<file path="config.mk">
export PLATFORM = sky130hd
export DESIGN_NAME = ovl_window_bounded
export DESIGN_NICKNAME = d
export VERILOG_FILES = /design/src/rtl/ovl_window_pkg.sv /design/src/rtl/ovl_window_chan.sv /design/src/rtl/ovl_window_bounded.sv
export SDC_FILE = /design/constraint.sdc
export NUM_CORES = 1
export LEC_CHECK = 0
export CORE_MARGIN = 2
export CORE_UTILIZATION = 57
export CTS_BUF_LIST = sky130_fd_sc_hd__clkbuf_2
export CTS_CLUSTER_DIAMETER = 80
export DETAILED_ROUTE_END_ITERATION = 7
export PLACE_DENSITY = 0.81
export SLEW_MARGIN = 20
export SYNTH_ARGS = -nofsm -noshare
export SYNTH_HDL_FRONTEND = slang
export SYNTH_HIERARCHICAL = 1
export SYNTH_SLANG_ARGS = --single-unit
</file>
<file path="constraint.sdc">
create_clock -name clock -period 5.78 [get_ports clock]
set_clock_uncertainty 0.1 [all_clocks]
set_input_delay 0.578 -clock clock [delete_from_list [all_inputs] [get_ports clock]]
set_output_delay 0.578 -clock clock [all_outputs]
set_load 0.02 [all_outputs]
</file>
<file path="src/rtl/ovl_window_pkg.sv">
// Shared types and helpers for the multi-channel window checker.
// The optional coverage counter is enabled with OVL_WINDOW_COVER_EN.
package ovl_window_pkg;

    typedef enum logic {
        IDLE = 1'b0,
        OPEN = 1'b1
    } chan_state_e;

    // One bit per violation kind, reported by each channel per cycle
    typedef struct packed {
        logic expr;
        logic min;
        logic max;
    } fire_t;

    // Length counter must reach the larger bound plus headroom for saturation
    function automatic int len_width(input int max_len, input int min_len);
        int hi;
        hi = (max_len > min_len) ? max_len : min_len;
        return $clog2(hi + 2);
    endfunction

    // a + b clamped to lim (all values treated as unsigned)
    function automatic logic [31:0] sat_add(input logic [31:0] a,
                                            input logic [31:0] b,
                                            input logic [31:0] lim);
        logic [32:0] s;
        s = {1'b0, a} + {1'b0, b};
        return (s > {1'b0, lim}) ? lim : s[31:0];
    endfunction

endpackage

</file>
<file path="src/rtl/ovl_window_chan.sv">
// One window-checker channel: IDLE/OPEN FSM, length counter, registered fires.
// With OVL_WINDOW_COVER_EN a registered clean-close pulse is also produced.
module ovl_window_chan
    import ovl_window_pkg::*;
#(
    parameter int MIN_LEN = 1,
    parameter int MAX_LEN = 16,
    parameter int LEN_W   = 5
) (
    input  logic  clock,
    input  logic  reset,
    input  logic  enable,
    input  logic  start_event,
    input  logic  end_event,
    input  logic  test_expr,
`ifdef OVL_WINDOW_COVER_EN
    output logic  clean_close,
`endif
    output fire_t fire_code
);

    localparam logic [LEN_W-1:0] MIN_L = LEN_W'(MIN_LEN);
    localparam logic [LEN_W-1:0] MAX_L = LEN_W'(MAX_LEN);
    localparam logic [LEN_W-1:0] LEN_TOP = '1;

    chan_state_e      state, state_n;
    logic [LEN_W-1:0] len, len_n, len_inc;
    logic             expr_flag, flag_n;
    fire_t            fire_n;
    logic             clean_n;

    // State, counter and fire registers; fires are one-cycle pulses
    always_ff @(posedge clock or posedge reset) begin
        if (reset) begin
            state     <= IDLE;
            len       <= '0;
            expr_flag <= 1'b0;
            fire_code <= '0;
`ifdef OVL_WINDOW_COVER_EN
            clean_close <= 1'b0;
`endif
        end else begin
            state     <= state_n;
            len       <= len_n;
            expr_flag <= flag_n;
            fire_code <= fire_n;
`ifdef OVL_WINDOW_COVER_EN
            clean_close <= clean_n;
`endif
        end
    end

    // Next-state and violation decode; end_event beats the MAX abort
    always_comb begin
        state_n = state;
        len_n   = len;
        flag_n  = expr_flag;
        fire_n  = '0;
        clean_n = 1'b0;
        len_inc = (len == LEN_TOP) ? len : len + LEN_W'(1);
        if (!enable) begin
            state_n = IDLE;
        end else begin
            case (state)
                IDLE: begin
                    if (start_event) begin
                        state_n = OPEN;
                        len_n   = '0;
                        flag_n  = 1'b0;
                    end
                end
                OPEN: begin
                    len_n = len_inc;
                    if (!test_expr && !expr_flag) begin
                        fire_n.expr = 1'b1;
                        flag_n      = 1'b1;
                    end
                    if (end_event) begin
                        state_n = IDLE;
                        if (len_inc < MIN_L)
                            fire_n.min = 1'b1;
                        else if (!flag_n)
                            clean_n = 1'b1;
                    end else if (MAX_LEN != 0 && len_inc == MAX_L) begin
                        fire_n.max = 1'b1;
                        state_n    = IDLE;
                    end
                end
                default: state_n = IDLE;
            endcase
        end
    end

`ifndef OVL_WINDOW_COVER_EN
    // clean_n only feeds the coverage counter
    logic unused_clean;
    assign unused_clean = clean_n;
`endif

endmodule

</file>
<file path="src/rtl/ovl_window_bounded.sv">
// Multi-channel bounded window checker: NUM_CH independent channels plus a
// shared saturating error counter. OVL_WINDOW_COVER_EN adds cov_windows.
module ovl_window_bounded
    import ovl_window_pkg::*;
#(
    parameter int NUM_CH  = 4,
    parameter int MIN_LEN = 1,
    parameter int MAX_LEN = 16,
    parameter int CNT_W   = 8
) (
    input  logic              clock,
    input  logic              reset,
    input  logic              enable,
    input  logic [NUM_CH-1:0] start_event,
    input  logic [NUM_CH-1:0] end_event,
    input  logic [NUM_CH-1:0] test_expr,
    output logic [NUM_CH-1:0] fire_expr,
    output logic [NUM_CH-1:0] fire_min,
    output logic [NUM_CH-1:0] fire_max,
    output logic [NUM_CH-1:0] fire,
    output logic [CNT_W-1:0]  err_count
`ifdef OVL_WINDOW_COVER_EN
    ,
    output logic [CNT_W-1:0]  cov_windows
`endif
);

    localparam int          LEN_W   = len_width(MAX_LEN, MIN_LEN);
    localparam logic [31:0] CNT_LIM = 32'((64'd1 << CNT_W) - 64'd1);

    fire_t             chan_fire [NUM_CH];
    logic [31:0]       fire_cnt;
`ifdef OVL_WINDOW_COVER_EN
    logic [NUM_CH-1:0] chan_clean;
`endif

    for (genvar g = 0; g < NUM_CH; g++) begin : g_chan
        ovl_window_chan #(
            .MIN_LEN (MIN_LEN),
            .MAX_LEN (MAX_LEN),
            .LEN_W   (LEN_W)
        ) u_chan (
            .clock       (clock),
            .reset       (reset),
            .enable      (enable),
            .start_event (start_event[g]),
            .end_event   (end_event[g]),
            .test_expr   (test_expr[g]),
`ifdef OVL_WINDOW_COVER_EN
            .clean_close (chan_clean[g]),
`endif
            .fire_code   (chan_fire[g])
        );
        assign fire_expr[g] = chan_fire[g].expr;
        assign fire_min[g]  = chan_fire[g].min;
        assign fire_max[g]  = chan_fire[g].max;
    end

    assign fire = fire_expr | fire_min | fire_max;

    // Total fire pulses visible this cycle across all channels and kinds
    always_comb begin
        fire_cnt = 32'($countones(fire_expr)) + 32'($countones(fire_min))
                 + 32'($countones(fire_max));
    end

    // Error total lags the fire pulses by one cycle; frozen while disabled
    always_ff @(posedge clock or posedge reset) begin
        if (reset)
            err_count <= '0;
        else if (enable)
            err_count <= CNT_W'(sat_add(32'(err_count), fire_cnt, CNT_LIM));
    end

`ifdef OVL_WINDOW_COVER_EN
    // Count of windows closed by end_event without any violation
    always_ff @(posedge clock or posedge reset) begin
        if (reset)
            cov_windows <= '0;
        else if (enable)
            cov_windows <= CNT_W'(sat_add(32'(cov_windows),
                                          32'($countones(chan_clean)), CNT_LIM));
    end
`endif

endmodule

</file>
==> results.toml <==
[sta]
setup_viol = 0
maxSlewHeadroom_pct = 61.3
worst_pin_slew_ps = 580
rsz0062_at_grt = "no"
maxSlewViolCount = 0
hold_viol = 0
min_period_over_period_pct = 78.4
post-route-min-period_ps = 4530
fmax_ghz = 0.221
fin_setup_tns_ps = 0

[floorplanning]
die_h_um = 79.3
die_x_um = 79.3
num_io_pins = 39
dieArea_um2 = 6280
core.rowCount = 27
design.core.area_um2 = 5470
initial_utilization_pct = 59.0

[setup_path]
crit_type = "flop to flop"
cp-start-kind = "flop"
crit_chain = "fa_1 > inv_1 > fa_1 > fa_1 > fa_1 > fa_1 > fa_1 > nand2b_2 > a211oi_2 > o211ai_2 > mux2_4"
cp.arrival_ps = 4760
r2r_start = "g_chan[0].u_chan/fire_code[2]"
required_ps = 6010
critPathCaptureType = "flop"
slowest_stage = "fa_1"
crit_path_start = "g_chan[0].u_chan/fire_code[2]"
crit_fanout = 4
cpPeakStageDelay_ps = 540
critPathMostFrequentCell = "fa_1"
rrSetupSlack_ps = 1250

[power]
seq_power_share_pct = 46.3
leakage_nw = 1.60
internal_power_uw = 586
p_comb_share_pct = 34.8
peakVddDrop_mv = 0.144
p_sw_uw = 327
swShare_pct = 35.8
power.share.clock_pct = 18.9
p_per_area_nw_per_um2 = 254

[clocking]
numCtsBuffers = 5
cts_tree = "done"
ctsResizeCount = 0
postCtsHoldBufs = 0
cts_setup_buffers = 0
cts.sinks = 48
clk_pin_slew_ps = 240
ctsRootBufferMaster = "clkbuf_2"
cts.htree.levels = 2
clockBufferDepth = 2
insertion_delay_ps = 430

[worst_hold_path]
holdCritStartpoint = "g_chan[2].u_chan/expr_flag"
hold_path_class = "flop to flop"

[logic_synthesis]
syn_inst = 350
yosysSeqAreaShare_pct = 37.2
synth_flop_cell = "dfrtp_1"
synth_cell_type_count = 47
syn_nets = 386
netlist.area_leader.share_pct = 37.2
syn-cell-area_um2 = 3230
ys.warnings.count = 6
ys_ff_latch = 48
synth-async-reset-ratio_pct = 100
yosys.area.top_type = "dfrtp_1"
synth-edff-count = 0
synthTopCellsByArea = "dfrtp_1, a21oi_1, ha_1"
syn_area_per_cell_um2 = 9.22

[global_routing]
grt_max_degree = 60
grt_overflow = 0
grt_pass1_wl_um = 11300
grt_pass1_vias = 2478
antenna_found_initial = 0
grt_usage_pct = 23.1

[run_status]
status = "complete, no violations"

[detailed_routing]
final_antenna_net_count = 0
firstDrtPassIters = 4
via_per_inst = 5.97
routed_wl_um = 6790
vias = 2657
initialDrtViolationCount = 171
drc = 0
wl_per_cell_um = 15.3

[cells_and_area]
register_area_um2 = 1200
fillCellCount = 452
final_cell_area_um2 = 3600
nNetsFinal = 410
syn_to_final_growth_pct = 11.4
multi_input_comb_area_um2 = 1730
drive_above_1_share_pct = 8.04
num_antenna_cells = 0

[placed_design]
portBuffers = 38
gp_congestion = 0.826
placed_area_um2 = 3540
dp_hpwl_um = 4930

[job]
cap_violations = 0
path summary, 6_finish.rpt:
kind                                            endpoint  cells after the start
max                                         err_count[6]                     11
min                        g_chan[2].u_chan/fire_code[2]                      1
max reg2reg                                 err_count[6]                     11
min reg2reg                g_chan[2].u_chan/fire_code[2]                      1
max in group asynchronous         g_chan[1].u_chan/state                      2
min in group asynchronous     g_chan[0].u_chan/expr_flag                      2
cell usage in the layout (no fill, tap or decap), types with 7 or more instances in the layout:
| cell | count |
|---|---|
| ha_1 | 13 |
| nand2_1 | 17 |
| a21oi_1 | 35 |
| clkdlybuf4s50_1 | 37 |
| nor2_1 | 20 |
| dfrtp_1 | 48 |
| nand3_1 | 16 |
| nor3_2 | 8 |
| o21ai_0 | 14 |
| a22o_1 | 8 |
| inv_1 | 36 |
| or3_1 | 7 |
| fa_1 | 8 |
| a31oi_1 | 17 |
| nor3_1 | 12 |
cells by family after synthesis:
logic type / synth area share, %
AO/OA/AOI/OAI: 20.4
XOR/XNOR: 0.543
adder cells (fa/ha/maj): 10.0
buffers and inverters: 9.11
flip-flops: 37.2
multiplexers: 2.05
AND/OR/NAND/NOR: 20.7
power by group through the flow:
stage	clock network (mW)	logic (mW)	registers, mW
finish	0.173	0.317	0.422
global route	0.189	0.357	0.429
CTS	0.177	0.319	0.422
detailed placement	0	0.317	0.429
global placement	0	0.300	0.426
floorplan	0	0.192	0.440
worst max-delay path, delay by kind of cell (launching register included):
family | cells | cell delay, ps
AOI/OAI and AO/OA | 2 | 490
buffers and inverters | 1 | 50
muxes | 1 | 320
DFF | 1 | 460
adders and majority gates | 6 | 2840
and+or+nand+nor | 1 | 220
flip-flops by register name, indices dropped and copies added, names as in the netlist:
name / count
err_count: 8
g_chan.u_chan/fire_code: 12
g_chan.u_chan/len: 20
g_chan.u_chan/expr_flag: 4
g_chan.u_chan/state: 4
through the flow:
step	worst slack, ps	instances	util, %	hold WS [ps]	total power, mW
CTS	1220	445	65.7	391	0.918
floorplan	1420	350	-	294	0.632
detailed placement	1250	439	64.7	363	0.746
global placement	1400	439	64.7	354	0.725
finish	1250	445	65.7	395	0.912
global route	1040	445	65.7	413	0.975
synth_stat cells (3+ instances only):
cell type,count
a21boi_0,4
a21oi_1,35
a22o_1,8
a31oi_1,17
a32o_1,4
and2_1,5
and3_4,4
buf_4,8
buf_8,4
clkbuf_1,9
dfrtp_1,48
fa_1,8
ha_1,13
inv_1,36
mux2i_1,4
nand2_1,17
nand3_1,16
nand4_1,4
nand4_2,4
nand4b_1,4
nor2_1,20
nor3_1,12
nor3_2,8
nor4_1,4
o2111ai_1,3
o21ai_0,14
o21ai_1,4
o311a_1,4
or3_1,7
area by class of cell:
class	count	area share [%]
Multi-Input combinational cell	244	48.2
Sequential cell	48	33.4
Timing Repair Buffer	39	10.6
Inverter	36	3.76
Tap cell	72	2.50
Clock inverter	1	0.835
Clock buffer	5	0.696
routing by layer:
layer / GRT usage [%] / wire length (um) / up-vias
li1: - / - / 1324
met1: 28.7 / 3010 / 1247
met2: 39.7 / 3410 / 74
met3: 4.43 / 233 / 12
met4: 8.79 / 136 / 0
met5: 0 / 0 / -
Power figures use the tool's default switching activity.
